==> config.mk <==
export PLATFORM = sky130hd
export DESIGN_NAME = car_lane_ctrl_flat
export DESIGN_NICKNAME = d
export VERILOG_FILES = /design/src/rtl/car_lane_ctrl_if.sv /design/src/rtl/car_lane_ctrl.sv /design/src/flat_wrapper.sv
export SDC_FILE = /design/constraint.sdc
export NUM_CORES = 1
export LEC_CHECK = 0
export CAP_MARGIN = 15
export CORE_ASPECT_RATIO = 0.8
export CORE_MARGIN = 1.5
export CORE_UTILIZATION = 58
export DETAILED_ROUTE_END_ITERATION = 7
export GPL_ROUTABILITY_DRIVEN = 1
export MAX_ROUTING_LAYER = met4
export PLACE_DENSITY = 0.83
export SYNTH_ARGS = -nofsm -noshare
export SYNTH_HDL_FRONTEND = slang
export SYNTH_SLANG_ARGS = --single-unit
==> constraint.sdc <==
create_clock -name clk -period 8.6 [get_ports clk]
set_input_delay 2.58 -clock clk [delete_from_list [all_inputs] [get_ports clk]]
set_output_delay 2.58 -clock clk [all_outputs]
set_load 0.01 [all_outputs]
==> src/rtl/car_lane_ctrl_if.sv <==
// Register access port for car_lane_ctrl: a write strobe with address/data
// and a combinational read-back path for the selected register.
interface car_lane_ctrl_if;
  logic        wr_en;
  logic [1:0]  reg_addr;
  logic [15:0] wr_data;
  logic [15:0] rd_data;

  modport master (
    output wr_en,
    output reg_addr,
    output wr_data,
    input  rd_data
  );

  modport slave (
    input  wr_en,
    input  reg_addr,
    input  wr_data,
    output rd_data
  );
endinterface

==> src/rtl/car_lane_ctrl.sv <==
// Frame-synchronous motion controller for a single lane-car sprite.
// The car falls down the screen by SPEED pixels per frame, wraps back to the
// top at the bottom edge, and slides horizontally toward its target lane at
// no more than SLIDE pixels per frame. Software controls it through a small
// four-register port.
module car_lane_ctrl #(
  parameter int H_RES      = 640,
  parameter int V_RES      = 480,
  parameter int SPR        = 32,
  parameter int LANE_X0    = 160,
  parameter int LANE_PITCH = 96,
  parameter int SLIDE      = 4
) (
  input  logic            clk,
  input  logic            reset_n,
  input  logic            frame_tick,
  car_lane_ctrl_if.slave  regs,
  output logic [10:0]     x0,
  output logic [10:0]     y0,
  output logic            active,
  output logic            wrap_pulse
);

  typedef enum logic [1:0] {IDLE, RUN, PAUSE} state_t;

  // Rightmost origin that keeps the whole sprite on the visible line.
  localparam int X_MAX = H_RES - SPR;

  state_t             state;
  state_t             state_next;
  logic               run_r;
  logic               pause_r;
  logic [3:0]         speed;
  logic [1:0]         lane;
  logic [15:0]        wraps;

  logic               wr_ctrl;
  logic               eff_run;
  logic               eff_pause;
  logic [10:0]        lane_raw;
  logic [10:0]        lane_x;
  logic [11:0]        y_sum;
  logic               wrap_hit;
  logic signed [11:0] dx;
  logic signed [11:0] step;
  logic [10:0]        x_next;
  logic [10:0]        y_next;
  logic               unused_wr_bits;

  // Upper write-data bits have no register behind them.
  assign unused_wr_bits = ^regs.wr_data[15:4];

  // A CTRL write steers the state change on the same edge it is written.
  assign wr_ctrl   = regs.wr_en && (regs.reg_addr == 2'd0);
  assign eff_run   = wr_ctrl ? regs.wr_data[0] : run_r;
  assign eff_pause = wr_ctrl ? regs.wr_data[1] : pause_r;

  // Target lane origin, clamped so a mis-sized parameter set cannot push the sprite off the right edge.
  always_comb begin
    lane_raw = 11'(LANE_X0 + int'(lane) * LANE_PITCH);
    lane_x   = (lane_raw > 11'(X_MAX)) ? 11'(X_MAX) : lane_raw;
  end

  // Next-state selection from the current state and the effective CTRL bits.
  always_comb begin
    state_next = state;
    case (state)
      IDLE:    if (eff_run) state_next = eff_pause ? PAUSE : RUN;
      RUN:     if (!eff_run) state_next = IDLE;
               else if (eff_pause) state_next = PAUSE;
      PAUSE:   if (!eff_run) state_next = IDLE;
               else if (!eff_pause) state_next = RUN;
      default: state_next = IDLE;
    endcase
  end

  // Per-frame motion: vertical advance with wrap, horizontal slide clamped to SLIDE.
  always_comb begin
    y_sum    = {1'b0, y0} + {8'd0, speed};
    wrap_hit = (state == RUN) && frame_tick && (state_next != IDLE) &&
               (y_sum >= 12'(V_RES));
    dx       = $signed({1'b0, lane_x}) - $signed({1'b0, x0});
    if (dx > 12'(SLIDE))
      step = 12'(SLIDE);
    else if (dx < -12'(SLIDE))
      step = -12'(SLIDE);
    else
      step = dx;

    x_next = x0;
    y_next = y0;
    if (state_next == IDLE) begin
      x_next = lane_x;
      y_next = 11'(V_RES);
    end else if (state == IDLE) begin
      y_next = 11'd0;
    end else if ((state == RUN) && frame_tick) begin
      y_next = wrap_hit ? 11'd0 : y_sum[10:0];
      x_next = x0 + step[10:0];
    end
  end

  // Configuration registers, wrap counter, state and registered outputs.
  always_ff @(posedge clk) begin
    if (!reset_n) begin
      state      <= IDLE;
      run_r      <= 1'b0;
      pause_r    <= 1'b0;
      speed      <= 4'd0;
      lane       <= 2'd0;
      wraps      <= 16'd0;
      x0         <= 11'(LANE_X0);
      y0         <= 11'(V_RES);
      active     <= 1'b0;
      wrap_pulse <= 1'b0;
    end else begin
      if (regs.wr_en) begin
        case (regs.reg_addr)
          2'd0: begin
            run_r   <= regs.wr_data[0];
            pause_r <= regs.wr_data[1];
          end
          2'd1:    speed <= regs.wr_data[3:0];
          2'd2:    lane  <= regs.wr_data[1:0];
          default: ;
        endcase
      end
      if (regs.wr_en && (regs.reg_addr == 2'd3))
        wraps <= 16'd0;
      else if (wrap_hit && (wraps != 16'hFFFF))
        wraps <= wraps + 16'd1;
      state      <= state_next;
      x0         <= x_next;
      y0         <= y_next;
      active     <= (state_next != IDLE);
      wrap_pulse <= wrap_hit;
    end
  end

  // Combinational read-back of the addressed register.
  always_comb begin
    regs.rd_data = 16'd0;
    case (regs.reg_addr)
      2'd0:    regs.rd_data = {14'd0, pause_r, run_r};
      2'd1:    regs.rd_data = {12'd0, speed};
      2'd2:    regs.rd_data = {14'd0, lane};
      default: regs.rd_data = wraps;
    endcase
  end

endmodule

==> src/flat_wrapper.sv <==
// flat-port wrapper written by rule: the top's interface ports become plain ports
module car_lane_ctrl_flat 
#(
  parameter int H_RES      = 640,
  parameter int V_RES      = 480,
  parameter int SPR        = 32,
  parameter int LANE_X0    = 160,
  parameter int LANE_PITCH = 96,
  parameter int SLIDE      = 4
)
  (clk, reset_n, frame_tick, x0, y0, active, wrap_pulse, regs_wr_en, regs_reg_addr, regs_wr_data, regs_rd_data);
  car_lane_ctrl_if regs_i ();
  input  logic clk;
  input  logic reset_n;
  input  logic frame_tick;
  output logic [10:0] x0;
  output logic [10:0] y0;
  output logic active;
  output logic wrap_pulse;
  input wire logic [$bits(regs_i.wr_en)-1:0] regs_wr_en;
  input wire logic [$bits(regs_i.reg_addr)-1:0] regs_reg_addr;
  input wire logic [$bits(regs_i.wr_data)-1:0] regs_wr_data;
  output wire logic [$bits(regs_i.rd_data)-1:0] regs_rd_data;
  assign regs_i.wr_en = regs_wr_en;
  assign regs_i.reg_addr = regs_reg_addr;
  assign regs_i.wr_data = regs_wr_data;
  assign regs_rd_data = regs_i.rd_data;
  car_lane_ctrl #(.H_RES(H_RES), .V_RES(V_RES), .SPR(SPR), .LANE_X0(LANE_X0), .LANE_PITCH(LANE_PITCH), .SLIDE(SLIDE)) u_core (.clk(clk), .reset_n(reset_n), .frame_tick(frame_tick), .regs(regs_i), .x0(x0), .y0(y0), .active(active), .wrap_pulse(wrap_pulse));
endmodule
# Yosys cells after proc, flatten, opt, wreduce, memory -nomap -nowiden

Cells that the tools add are included.

Word-level logic and storage cells: 67
Input bits: 22
Output and inout bits: 40
Flip-flop bits (word level): 50

Multiply operators: 1
Bitwise gates (word level): 1
$add $sub $neg: 5
Order comparisons: 4
Multiplexer cells: 19
Equal/unequal tests: 7
Reductions and logical operators: 19

Operators with widths:

| operator                | count |
|---|---|
| $mux W11                | 7 |
| $pmux W16 S3            | 1 |
| $mux W9                 | 2 |
| $add A16 B1 Y16 const B | 1 |
| $ne A16 B16 Y1 const B  | 1 |
| $add A11 B4 Y12         | 1 |
| $ge A12 B9 Y1 const B   | 1 |
| $gt A12 B4 Y1 const B   | 1 |
| $lt A12 B3 Y1 const B   | 1 |
| $mux W2                 | 6 |
| $sub A11 B11 Y12        | 1 |
| $add A11 B11 Y11        | 1 |
| $add A9 B11 Y11 const A | 1 |
| $gt A11 B10 Y1 const B  | 1 |
| $reduce_and A2 Y1       | 4 |
| $eq A2 B2 Y1 const B    | 3 |
| $logic_and A1 B1 Y1     | 6 |
| $logic_not A2 Y1        | 3 |
| $pmux W2 S3             | 1 |
| $reduce_bool A2 Y1      | 3 |
| $eq A2 B1 Y1 const B    | 2 |
| $mul A2 B2 Y4 const B   | 1 |
| $reduce_or A2 Y1        | 2 |
| $reduce_or A3 Y1        | 1 |
| 3 further kinds         | 4 |

# Longest topological paths before layout

Word-level depth: 12
Gate-level depth with buffers: 25
Gate-level depth less buffers: 23

# Least setup slack after synthesis

No wires, ideal clock.

Path kind: in2out
From: in regs_reg_addr[0]
To: out regs_rd_data[0]
Stages on the path: 2
Required time: 6020 ps
Buffers on the path: 1
Arrival: 3416 ps
Slack: 2604 ps
Path through: clkbuf_1 mux4_2

Word-level cells in the longest chain between the ends: 2
Elaborated cells on any way between the ends: 4
Those cells by class: eq/ne: 2; mux: 1; reduce/logical: 1

RTL lines:

| item                                 | line                 | source |
|---|---|---|
| start, declared                      | flat_wrapper.sv:21   | `input wire logic [$bits(regs_i.reg_addr)-1:0] regs_reg_addr;` |
| $eq A2 B2 Y1 (tied with other cells) | car_lane_ctrl.sv:143 | `case (regs.reg_addr)` |
| $pmux W16 S3 *                       | car_lane_ctrl.sv:143 |  |
| end, declared                        | flat_wrapper.sv:23   | `output wire logic [$bits(regs_i.rd_data)-1:0] regs_rd_data;` |

Every way passes the cells marked *; elsewhere a longest branch is shown, timed or not.

# Final worst setup path

From: in regs_reg_addr[0]
To: out regs_rd_data[1]

The elaborated chain is that of the path after synthesis.

==> run summary <==
CTS sink count = 50
DP Cell Count = 563
Post-CTS sizing = 0
Max-cap viol count = 0
TritonCTS buffer count = 5
Worst Path Buf+Inv = 2
Leakage power = 1.68 nW
Area of the multi-input gates = 0.00240 mm²
Max-slew violations = 0
Seq. cell area = 0.00100 mm²
Die height = 73.4 µm
Full die area = 0.00668 mm²
First drt pass iteration count = 5
Largest net degree at the start of global routing = 21
Layout Cells excl Fill = 570
Slew margin rel. = 33.3%
Post-synth EDFFs = 0
Status = complete, no violations
Worst path most repeated cell = clkdlybuf4s50_1
Crit path cell chain = clkdlybuf4s50_1, mux4_2, clkdlybuf4s50_1
Final Util = 70.2%
Power Dens Cells = 124 mW/mm²
Nets = 538
Hold path startpoint = u_core.y0[0]$_SDFFE_PP0P_
Iteration-0 DRC Markers = 216
Vias per std cell = 5.91
Detail Placement HPWL = 6750 µm
Setup Viol. Count Final = 0
Die width = 91 µm
Post-CTS Setup Bufs = 0
IO buf count = 49
Final Cycle Share = 82.9%
Most used routing layer = met2
Peak VDD IR = 0.0917 mV
Routing usage on met1 = 39.7%
Hold-fix buffers, CTS = 0
Syn nets = 499
Fin. Hold Viols = 0
RSZ-0062 raised after global routing = no
Startpoint Class = primary input
First-pass GRT wire length = 14,900 µm
Reg2Reg Depth = 23
Area Growth Syn to Fin = 16.1%
Ant diodes = 0
Post-Syn Instances = 450
GP Congestion = 0.933
CP Class = in2out
Crit Reg-Reg Endpoint = u_core.x0[10]$_SDFFE_PN0P_
Initial antenna violation count = 0
Crit end category = output port
FILL cells = 503
Largest area contributor in the netlist = dfxtp_1
CTS H-tree depth = 2
Yosys cell types = 63
Max incr delay on CP = 0.88 ns
Wire per inst = 15.8 µm
Worst hold slack = 0.481 ns
Global-route met3 utilization = 3.73%
Sw Share = 31.4%
Synth Flop Type = dfxtp_1
Critical path required time = 6.02 ns
Slowest CP cell = clkdlybuf4s50_1
Yosys warning count = 0
CTS tree = yes
Combinational Power Share = 28.5%
Post-synthesis cell area = 0.00359 mm²
Slew @ Worst Pin = 0.998 ns
Layout cells sized above 1 = 3.48%
Worst hold-check path type = reg2reg
Core area = 0.00594 mm²
Synth top area share = 27.9%
Crit path depth = 3
R2R Setup Slk = 2.70 ns
Clock power frac = 25.0%
M2 GR Usage = 43.6%
Internal = 0.000354 W
Initial Util = 60.5%
Worst Hold Depth = 2
Syn Area/Cell = 7.99 µm²
Hold Path End = u_core.y0[0]$_SDFFE_PP0P_
Seq/Total Area, Yosys = 27.9%
Vias in the first global route = 3,087
Share of synthesized flip-flops with an asynchronous set or reset = 0%
Setup_tns = 0 ns
Psw = 0.000162 W
Final Power = 0.000516 W
Antenna Nets Post-Route = 0
Rows = 25
Register share of total power = 46.4%
Overflow after GRT = 0
Total GRT Usage = 28.4%
Arr. time, crit path = 4.55 ns
Clock buffer depth = 2
Root buf cell = clkbuf_8
FF-to-FF Start = u_core.lane[0]$_SDFFE_PN0P_
Top fanout value on the critical path = 20
Io pins = 62
Synth top area cells = dfxtp_1 28%, ha_1 8.7%, nor2_1 5.2%, a21oi_1 4.3%, mux2i_1 4.2%
Crit-path leading delay family = buffers and inverters
Clock Latency Late Sink = 0.30 ns
Peak Freq = 0.140 GHz
Post-Route WL = 9010 µm
Most frequent cells in the layout = 50 x nor2_1, 50 x dfxtp_1, 49 x clkdlybuf4s50_1
Clock Skew = 0.00894 ns
Number of remaining DRC errors = 0
Post-synthesis register bit count = 50
Reg clk slew, reported paths = 0.08 ns
Via count = 3,371
Tmin final = 7.13 ns
## area by class of cell
cell class / count / share of cell area (%)
clock buffer: 7 / 1.83
tap: 81 / 2.43
timing repair buffer: 50 / 11.9
inverter: 25 / 2.25
multi-input combinational: 357 / 57.6
sequential: 50 / 24.0
## per-stage QoR
step                      worst slack (ns)  area (µm²)
after global routing                  1.36        4170
after floorplan                       2.60        3590
after CTS                             1.47        4170
final                                 1.47        4170
after detailed placement              1.47        4100
after global placement                1.50        4100
## sequential cells by signal (all words and copies together) (netlist names)
name,cells
u_core.active,1
u_core.lane,2
u_core.pause_r,1
u_core.run_r,1
u_core.speed,4
u_core.state,2
u_core.wrap_pulse,1
u_core.wraps,16
u_core.x0,11
u_core.y0,11
## power groups by stage
| stage | logic (W) | registers (W) | clock network, W |
|---|---|---|---|
| 2_1_floorplan | 0.000111 | 0.000244 | 0 |
| 3_3_place_gp | 0.000138 | 0.000245 | 0 |
| 3_5_place_dp | 0.000143 | 0.000245 | 0 |
| 4_1_cts | 0.000144 | 0.000239 | 0.000131 |
| 5_1_grt | 0.000161 | 0.000240 | 0.000140 |
| 6_report | 0.000147 | 0.000239 | 0.000129 |
## worst max-delay path by stage
stage	startpoint	endpoint
3_5_place_dp	regs_reg_addr[0]	regs_rd_data[1]
4_1_cts	regs_reg_addr[0]	regs_rd_data[1]
5_1_grt	regs_reg_addr[0]	regs_rd_data[1]
2_1_floorplan	regs_reg_addr[0]	regs_rd_data[0]
6_report	regs_reg_addr[0]	regs_rd_data[1]
3_3_place_gp	regs_reg_addr[0]	regs_rd_data[0]
## per-layer routing
| metal | wire length [µm] | vias to the layer above |
|---|---|---|
| li1 | - | 1703 |
| met1 | 4350 | 1548 |
| met2 | 3980 | 111 |
| met3 | 587 | 9 |
| met4 | 92 | 0 |
| met5 | 0 | - |
## synth_stat cells (3+ instances only)
| master | instances |
|---|---|
| a211o_1 | 5 |
| a211oi_1 | 4 |
| a21o_1 | 5 |
| a21oi_1 | 31 |
| a22oi_1 | 4 |
| a31oi_1 | 6 |
| and2_1 | 6 |
| and3_1 | 19 |
| clkbuf_1 | 14 |
| dfxtp_1 | 50 |
| ha_1 | 25 |
| inv_1 | 24 |
| mux2i_1 | 15 |
| nand2_1 | 32 |
| nand2b_1 | 9 |
| nand3_1 | 24 |
| nand3b_1 | 5 |
| nand4_1 | 8 |
| nor2_1 | 50 |
| nor2b_1 | 6 |
| nor3_1 | 3 |
| o211ai_1 | 4 |
| o21ai_0 | 26 |
| o31ai_1 | 3 |
| or3_1 | 3 |
| xnor2_1 | 12 |
| xor2_1 | 12 |
## cell families after synthesis
kind of cell,share of synthesized area (%)
buffers and inverters,5.29
adders and majority gates,9.82
DFF,27.9
muxes,5.43
xor gates and xnor gates,5.85
AOI/OAI and AO/OA,19.6
and+or+nand+nor,26.1
## worst register-to-register path, delay by kind of cell (launching register included)
kind / cells / cell delay (ns)
adders and majority gates: 4 / 1.24
and+or+nand+nor: 3 / 0.42
xor gates and xnor gates: 1 / 0.20
muxes: 1 / 0.32
AOI/OAI and AO/OA: 12 / 2.90
DFF: 1 / 0.47
buffers and inverters: 2 / 0.28
(Power assumes the default switching activity.)
